[src/rtl/multicycle_ctrl.sv]
// Multi-cycle MIPS main controller: sequences fetch/decode/execute/memory/writeback
// over a shared datapath and one req/ack memory port. Optional ILLEGAL_OP_TRAP_EN adds trap_o.
module multicycle_ctrl #(
  parameter int CNT_W       = 32,
  parameter int MEM_TIMEOUT = 16
) (
  input  logic             clk_i,
  input  logic             rst_i,
  input  logic             start_i,
  input  logic [5:0]       Op_i,
  input  logic             Zero_i,
  input  logic             mem_ack_i,
  output logic             MemReq_o,
  output logic             MemWrite_o,
  output logic             IorD_o,
  output logic             IRWrite_o,
  output logic             PCWrite_o,
  output logic             PCSrc_o,
  output logic             ALUSrcA_o,
  output logic [1:0]       ALUSrcB_o,
  output logic [1:0]       ALUOp_o,
  output logic             RegDst_o,
  output logic             MemtoReg_o,
  output logic             RegWrite_o,
  output logic             busy_o,
  output logic             err_o,
`ifdef ILLEGAL_OP_TRAP_EN
  output logic             trap_o,
`endif
  output logic [CNT_W-1:0] instret_o
);

  localparam logic [5:0] OP_RTYPE = 6'b000000;
  localparam logic [5:0] OP_ADDI  = 6'b001000;
  localparam logic [5:0] OP_LW    = 6'b100011;
  localparam logic [5:0] OP_SW    = 6'b101011;
  localparam logic [5:0] OP_BEQ   = 6'b000100;

  // Wait counter only needs to reach MEM_TIMEOUT-1; the limit cycle itself decides.
  localparam int              WAIT_W    = (MEM_TIMEOUT > 1) ? $clog2(MEM_TIMEOUT) : 1;
  localparam bit              TMO_EN    = (MEM_TIMEOUT > 0);
  localparam logic [WAIT_W-1:0] WAIT_LAST = WAIT_W'((MEM_TIMEOUT > 0) ? (MEM_TIMEOUT - 1) : 0);

  typedef enum logic [3:0] {
    S_IDLE, S_FETCH, S_DECODE, S_EXEC_R, S_EXEC_I, S_MEM_ADDR, S_MEM_RD,
    S_MEM_WR, S_WB_R, S_WB_I, S_WB_MEM, S_BRANCH, S_ERROR, S_TRAP
  } state_t;

  state_t            state, state_nxt;
  logic [WAIT_W-1:0] wait_cnt;
  logic              mem_st;
  logic              retire;
  logic              tmo_hit;

  assign tmo_hit = TMO_EN && (wait_cnt == WAIT_LAST);
  assign busy_o  = (state != S_IDLE);
  assign err_o   = (state == S_ERROR);
`ifdef ILLEGAL_OP_TRAP_EN
  assign trap_o  = (state == S_TRAP);
`endif

  always_ff @(posedge clk_i) begin
    if (rst_i) begin
      state     <= S_IDLE;
      wait_cnt  <= '0;
      instret_o <= '0;
    end else begin
      state <= state_nxt;
      if (mem_st && !mem_ack_i) wait_cnt <= wait_cnt + WAIT_W'(1);
      else                      wait_cnt <= '0;
      if (retire) instret_o <= instret_o + CNT_W'(1);
    end
  end

  always_comb begin
    state_nxt  = state;
    mem_st     = 1'b0;
    retire     = 1'b0;
    MemReq_o   = 1'b0;
    MemWrite_o = 1'b0;
    IorD_o     = 1'b0;
    IRWrite_o  = 1'b0;
    PCWrite_o  = 1'b0;
    PCSrc_o    = 1'b0;
    ALUSrcA_o  = 1'b0;
    ALUSrcB_o  = 2'b00;
    ALUOp_o    = 2'b00;
    RegDst_o   = 1'b0;
    MemtoReg_o = 1'b0;
    RegWrite_o = 1'b0;
    case (state)
      S_IDLE: if (start_i) state_nxt = S_FETCH;
      S_FETCH: begin
        mem_st    = 1'b1;
        MemReq_o  = 1'b1;
        ALUSrcB_o = 2'b01;
        ALUOp_o   = 2'b01;
        if (mem_ack_i) begin
          IRWrite_o = 1'b1;
          PCWrite_o = 1'b1;
          state_nxt = S_DECODE;
        end else if (tmo_hit) begin
          state_nxt = S_ERROR;
        end
      end
      S_DECODE: begin
        // Branch target is computed speculatively here so BRANCH only compares.
        ALUSrcB_o = 2'b11;
        ALUOp_o   = 2'b01;
        case (Op_i)
          OP_RTYPE:      state_nxt = S_EXEC_R;
          OP_ADDI:       state_nxt = S_EXEC_I;
          OP_LW, OP_SW:  state_nxt = S_MEM_ADDR;
          OP_BEQ:        state_nxt = S_BRANCH;
`ifdef ILLEGAL_OP_TRAP_EN
          default:       state_nxt = S_TRAP;
`else
          default: begin
            state_nxt = S_FETCH;
            retire    = 1'b1;
          end
`endif
        endcase
      end
      S_EXEC_R: begin
        ALUSrcA_o = 1'b1;
        state_nxt = S_WB_R;
      end
      S_EXEC_I, S_MEM_ADDR: begin
        ALUSrcA_o = 1'b1;
        ALUSrcB_o = 2'b10;
        ALUOp_o   = 2'b01;
        if (state == S_EXEC_I) state_nxt = S_WB_I;
        else                   state_nxt = (Op_i == OP_LW) ? S_MEM_RD : S_MEM_WR;
      end
      S_MEM_RD, S_MEM_WR: begin
        mem_st     = 1'b1;
        MemReq_o   = 1'b1;
        IorD_o     = 1'b1;
        MemWrite_o = (state == S_MEM_WR);
        if (mem_ack_i) begin
          state_nxt = (state == S_MEM_RD) ? S_WB_MEM : S_FETCH;
          retire    = (state == S_MEM_WR);
        end else if (tmo_hit) begin
          state_nxt = S_ERROR;
        end
      end
      S_WB_R, S_WB_I, S_WB_MEM: begin
        RegWrite_o = 1'b1;
        RegDst_o   = (state == S_WB_R);
        MemtoReg_o = (state == S_WB_MEM);
        retire     = 1'b1;
        state_nxt  = S_FETCH;
      end
      S_BRANCH: begin
        ALUSrcA_o = 1'b1;
        ALUOp_o   = 2'b10;
        PCSrc_o   = 1'b1;
        PCWrite_o = Zero_i;
        retire    = 1'b1;
        state_nxt = S_FETCH;
      end
      default: state_nxt = state;
    endcase
  end

endmodule
[config.mk]
export PLATFORM = sky130hd
export DESIGN_NAME = multicycle_ctrl
export DESIGN_NICKNAME = d
export VERILOG_FILES = /design/src/rtl/multicycle_ctrl.sv
export SDC_FILE = /design/constraint.sdc
export NUM_CORES = 1
export LEC_CHECK = 0
export ABC_CLOCK_PERIOD_IN_PS = 5800
export CORE_MARGIN = 2
export CORE_UTILIZATION = 53
export DETAILED_ROUTE_END_ITERATION = 8
export PLACE_DENSITY = 0.84
export SLEW_MARGIN = 20
export SYNTH_ARGS = -nofsm -noshare
export SYNTH_HDL_FRONTEND = slang
export SYNTH_SLANG_ARGS = --single-unit
[constraint.sdc]
create_clock -name clk_i -period 5.8 [get_ports clk_i]
set_input_delay 0.58 -clock clk_i [delete_from_list [all_inputs] [get_ports clk_i]]
set_output_delay 0.58 -clock clk_i [all_outputs]
set_load 0.02 [all_outputs]
==> results_dict.tcl, run 1 <==
set metrics [dict create \
    antennaDiodeCount 0 \
    firstDrtPassIters 6 \
    row_count 23 \
    rsz0062_at_grt "no" \
    p_clk_share_pct 40.5 \
    internal_power_uw 428 \
    clock_latency_ns 0.30 \
    skew_ns 0.00628 \
    syn2layout_area_growth_pct 29.1 \
    drt_iter0_drc 228 \
    status "finished, final reports clean" \
    power_frac_seq_pct 49.7 \
    overflow 0 \
    io_buffer_count 58 \
    maxSlewHeadroom_pct 57.3 \
    synth_edf_count 0 \
    hold_viol_final 0 \
    setup_tns_ns 0 \
    drc_errors 0 \
    vias 2490 \
    fin_crit_sh_pct 48.5 \
    cts_buffers 5 \
    synth_common_cells "40 x dfxtp_1, 39 x a21oi_1, 23 x nor2_1" \
    critPathCaptureType "output port" \
    synth_flop_cell "dfxtp_1" \
    worst_pin_slew_ns 0.639 \
    ys_seq_area_share_pct 34.8 \
    max_freq_mhz 355 \
    tritoncts "built" \
    async_reset_ff_share_pct 0 \
    arrival_ns 2.23 \
    grt_max_degree 51 \
    power_leakage_uw 0.000888 \
    drive_gt1_share_pct 4.37 \
    pwr-share-comb_pct 9.8 \
    slowest_delay_ns 0.64 \
    critPathLaunchType "input pin" \
    switchingPower_uw 137 \
    synth.avg_cell_area_um2 7.74 \
    cts_max_path_buffers 2 \
    worst-setup-path-type "in2out" \
    die_w_um 69.9 \
    synth_fp_nets 310 \
    cpMostUsedCell "clkdlybuf4s50_1" \
    cap_violations 0 \
    core-area_um2 4090 \
    crit_chain "clkdlybuf4s50_1 -> nand2_1 -> nor3_1 -> a21o_1 -> clkdlybuf4s50_1" \
    via_per_inst 6.34 \
    power_per_cell_area_nw_per_um2 190 \
    yosysUniqueCellTypes 44 \
    p_sw_share_pct 24.2 \
    root_buffer "clkbuf_8" \
    wl_mm 5.88 \
    antenna_found_initial 0 \
    yosys.area.top_type_share_pct 34.8 \
    dp.cells 385 \
    syn_inst 297 \
    post_cts_buffers 0 \
    dieArea_um2 4880 \
    ant_nets 0 \
    synth.top_cells.by_area "dfxtp_1 35%, a21oi_1 8.5%, or4_1 5.9%" \
    pin_count 59 \
    synth_area_um2 2300 \
    wire_per_inst_um 15.0 \
    place.gp.congestion 0.826 \
    cts.reportedPaths.clkPinSlew_ns 0.08 \
    grt_pass1_vias 2115 \
    crit_path_top_delay_cell "clkdlybuf4s50_1" \
    synthMostInstantiatedCell "dfxtp_1" \
    postCtsHoldBufs 0 \
    final_max_slew_viol_count 0 \
    vdd_drop_max_uv 166 \
    layout.nets 355 \
    post-route-min-period_ns 2.81 \
    ys_seq_elements 40 \
    die_h_um 69.9 \
    ys_warn_count 0 \
    grt_pass1_wl_mm 9.84 \
    crit_fanout 9 \
    grt.total_usage_pct 24.4 \
    dpl.hpwl_mm 3.93 \
    start_util_pct 56.2 \
    htree_num_levels 2 \
    synth_top_cell_by_area "dfxtp_1" \
    cts_resized 0 \
    worst_hold_path_type "reg2reg" \
    cts_num_sinks 40 \
    fin_cells 393 \
    worstPathRequired_ns 5.22 \
    finalSetupViolCount 0 \
]
-- metrics by stage --
step / total power, uW / utilization (%) / setup WS, ns / cell area, um2 / hold WS (ns)
floorplan: 320 / - / 3.51 / 2300 / 0.418
global placement: 341 / 69.9 / 2.98 / 2860 / 0.436
detailed placement: 342 / 69.9 / 2.88 / 2860 / 0.441
CTS: 568 / 72.6 / 2.98 / 2970 / 0.452
global route: 588 / 72.6 / 2.83 / 2970 / 0.481
finish: 565 / 72.6 / 2.99 / 2970 / 0.452
-- critical path: cells and delay by family --
kind | cells | cell delay [ns]
simple gates | 2 | 0.31
compound gates | 1 | 0.11
buf+inv | 2 | 1.23
-- final cells by class --
type,count,area (um2)
fillers,357,1120
repair buffers,61,603
inverters,5,18.8
clock buffers,5,68.8
well taps,50,62.6
flip-flops and latches,40,801
multi-input cells,229,1370
clock inverters,3,42.5
-- logic make-up after synthesis --
family / Yosys count / share of synthesized area, %
fa+ha+maj: 2 / 1.09
mux: 2 / 0.871
flops: 40 / 34.8
simple gates: 133 / 32.9
compound gates: 88 / 23.2
xor+xnor: 4 / 1.52
buf+inv: 28 / 5.50
-- routing by layer --
layer / vias to the layer above / share of wire, % / wire, um / global-route usage, %
met4: 0 / 1.8 / 104 / 8.76
met1: 1156 / 47 / 2740 / 33.1
met5: - / 0 / 0 / 0
met2: 90 / 45 / 2670 / 38.2
li1: 1230 / - / - / -
met3: 14 / 6.2 / 364 / 5.34
-- layout by cell type (no fill, tap or decap), types with 5 or more instances in the layout --
cell type        count
clkdlybuf4s50_1     58
dfxtp_1             40
a21oi_1             39
nor2_1              23
nand2_1             22
or4_1               18
o31ai_1             17
nand4_1             15
o21ai_0             15
or3_1               13
nand3_1             12
nor3_1               6
inv_1                5
clkbuf_8             5
-- sequential cells by signal, summed over array words and instances (netlist names) --
name	cells
instret_o	32
state	4
wait_cnt	4
-- power by group through the flow --
stage                     Clock (uW)  Sequential [uW]  Combinational [uW]
after floorplan                    0              285                35.7
after global placement             0              287                54.0
after detailed placement           0              288                54.7
after CTS                        232              281                55.1
after global routing             246              282                60.1
final                            229              281                55.2
-- path summary, 6_finish.rpt --
| check | start | to | slack, ns | cells after the start |
|---|---|---|---|---|
| setup / recovery | mem_ack_i | PCWrite_o | 2.99 | 5 |
| hold / removal | wait_cnt[0] | wait_cnt[0] | 0.45 | 1 |
| setup reg to reg | state[1] | instret_o[27] | 3.16 | 6 |
| hold reg to reg | wait_cnt[0] | wait_cnt[0] | 0.45 | 1 |
(Power assumes the default switching activity.)
==> run 2: changes to the inputs <==
--- a/config.mk
+++ b/config.mk
@@ -5,11 +5,11 @@
 export SDC_FILE = /design/constraint.sdc
 export NUM_CORES = 1
 export LEC_CHECK = 0
-export ABC_CLOCK_PERIOD_IN_PS = 5800
+export ABC_CLOCK_PERIOD_IN_PS = 2820
 export CORE_MARGIN = 2
-export CORE_UTILIZATION = 53
+export CORE_UTILIZATION = 49
 export DETAILED_ROUTE_END_ITERATION = 8
-export PLACE_DENSITY = 0.84
+export PLACE_DENSITY = 0.78
 export SLEW_MARGIN = 20
 export SYNTH_ARGS = -nofsm -noshare
 export SYNTH_HDL_FRONTEND = slang
==> constraint.sdc (replaced) <==
create_clock -name clk_i -period 2.82 [get_ports clk_i]
set_input_delay 0.282 -clock clk_i [delete_from_list [all_inputs] [get_ports clk_i]]
set_output_delay 0.282 -clock clk_i [all_outputs]
set_load 0.02 [all_outputs]
==> results_dict.tcl, run 2 (same netlist as run 1, synthesis figures left out) <==
set metrics [dict create \
    via_per_inst 6.27 \
    drt_iter0_drc 243 \
    final_max_slew_viol_count 0 \
    cp_num_cells 4 \
    dp.cells 390 \
    wl_mm 6.16 \
    wire_per_inst_um 15.5 \
    firstDrtPassIters 4 \
    cap_violations 0 \
    fin_util_pct 67.7 \
    cts_max_path_buffers 2 \
    antennaDiodeCount 0 \
    io_buffer_count 58 \
    setup_tns_ns 0 \
    cts_resized 0 \
    skew_ns 0.0130 \
    dpl.hpwl_mm 4.18 \
    fin_cells 398 \
    root_buffer "clkbuf_8" \
    cts_num_sinks 40 \
    dieArea_um2 5250 \
    row_count 24 \
    postCtsHoldBufs 0 \
    cts.reportedPaths.clkPinSlew_ns 0.07 \
    critPathCaptureType "output port" \
    final_cell_mix "58 x clkdlybuf4s50_1, 40 x dfxtp_1, 39 x a21oi_1" \
    max_freq_mhz 408 \
    grt_max_degree 38 \
    die_h_um 72.5 \
    cts_buffers 5 \
    htree_num_levels 2 \
    start_util_pct 51.7 \
    post-route-min-period_ns 2.45 \
    overflow 0 \
    crit_end "PCWrite_o" \
    worst_pin_slew_ns 0.623 \
    largest_register "instret_o" \
    drive_gt1_share_pct 5.20 \
    tritoncts "built" \
    grt_pass1_vias 2103 \
    cp_num_buf_inv 1 \
    grt.total_usage_pct 23.1 \
    startpoint "state[3]" \
    critPathLaunchType "flop" \
    vdd_drop_max_uv 273 \
    layout.nets 358 \
    status "finished, final reports clean" \
    grt_pass1_wl_mm 9.72 \
    ant_nets 0 \
    place.gp.congestion 0.809 \
    fin_crit_sh_pct 86.8 \
    rsz0062_at_grt "no" \
    worst_hold_path_type "reg2reg" \
    worst-setup-path-type "reg2out" \
    slowest_delay_ns 0.72 \
    vias 2494 \
    rr_worst_depth 5 \
    clock_latency_ns 0.30 \
    drc_errors 0 \
    ff2ff_setup_slack_ns 0.50 \
    power_leakage_uw 0.000913 \
    core-area_um2 4440 \
    antenna_found_initial 0 \
    pin_count 59 \
    crit_path_top_delay_cell "dfxtp_1" \
    power_per_cell_area_nw_per_um2 403 \
    syn2layout_area_growth_pct 30.9 \
    crit_fanout 21 \
    maxSlewHeadroom_pct 58.4 \
    fillers 388 \
    die_w_um 72.5 \
    crit_chain "nand2_1 -> nor2_1 -> a21o_1 -> clkdlybuf4s50_1" \
    r2r_start "instret_o[6]" \
    worst_path_dominant_cell_family "flip-flops" \
    final_common_cell "clkdlybuf4s50_1" \
    finalSetupViolCount 0 \
    worstPathRequired_ns 2.54 \
    r2r_end "instret_o[23]" \
    layout_setup_ws_ns 0.371 \
    arrival_ns 2.17 \
    top_regs "instret_o: 32 flops, state: 4 flops, wait_cnt: 4 flops" \
    post_cts_buffers 0 \
    largest_register_ffs 32 \
    whs_ns 0.451 \
    hold_viol_final 0 \
    dpl_worst_slack_ns 0.271 \
]
-- run 2: worst min path at each step --
stage,startpoint,endpoint,slack (ns),depth (start not counted)
2_1_floorplan,wait_cnt[0],wait_cnt[0],0.42,1
3_3_place_gp,wait_cnt[0],wait_cnt[0],0.43,1
3_5_place_dp,wait_cnt[0],wait_cnt[0],0.45,1
4_1_cts,wait_cnt[0],wait_cnt[0],0.46,1
5_1_grt,wait_cnt[0],wait_cnt[0],0.48,1
6_report,wait_cnt[0],wait_cnt[0],0.45,1
-- run 2: final cells by class --
cell class	count	area, um2	area share [%]
Clock inverter	1	30.0	0.998
Tap cell	52	65.1	2.16
Timing Repair Buffer	64	626	20.8
Inverter	5	18.8	0.624
Sequential cell	40	801	26.6
Clock buffer	7	96.3	3.20
Multi-Input combinational cell	229	1370	45.6
-- run 2: routing by layer --
metal | vias up | part of all wire (%) | global-route usage [%]
li1 | 1238 | - | -
met1 | 1160 | 46 | 32.1
met2 | 89 | 45 | 35.7
met3 | 7 | 7.1 | 4.72
met4 | 0 | 1.2 | 8.02
met5 | - | 0 | 0
-- run 2: where the power goes --
group	total [uW]	switching [uW]	internal, uW
sequential	577	8.58	568
clock	518	206	312
combinational	117	64.5	52.7
total	1210	279	933
-- run 2: metrics by stage --
step / instance area [um2] / power, uW
floorplan: 2300 / 659
global placement: 2880 / 705
detailed placement: 2880 / 706
CTS: 3010 / 1220
global route: 3010 / 1250
finish: 3010 / 1210
-- run 2: worst reg2reg max path, cell delays in order (launching register included) --
cell and delay [ns]:
dfxtp_1 0.48, nand4_2 0.21, or3_1 0.53, nor4_1 0.38, or4b_1 0.49, a21oi_1 0.16
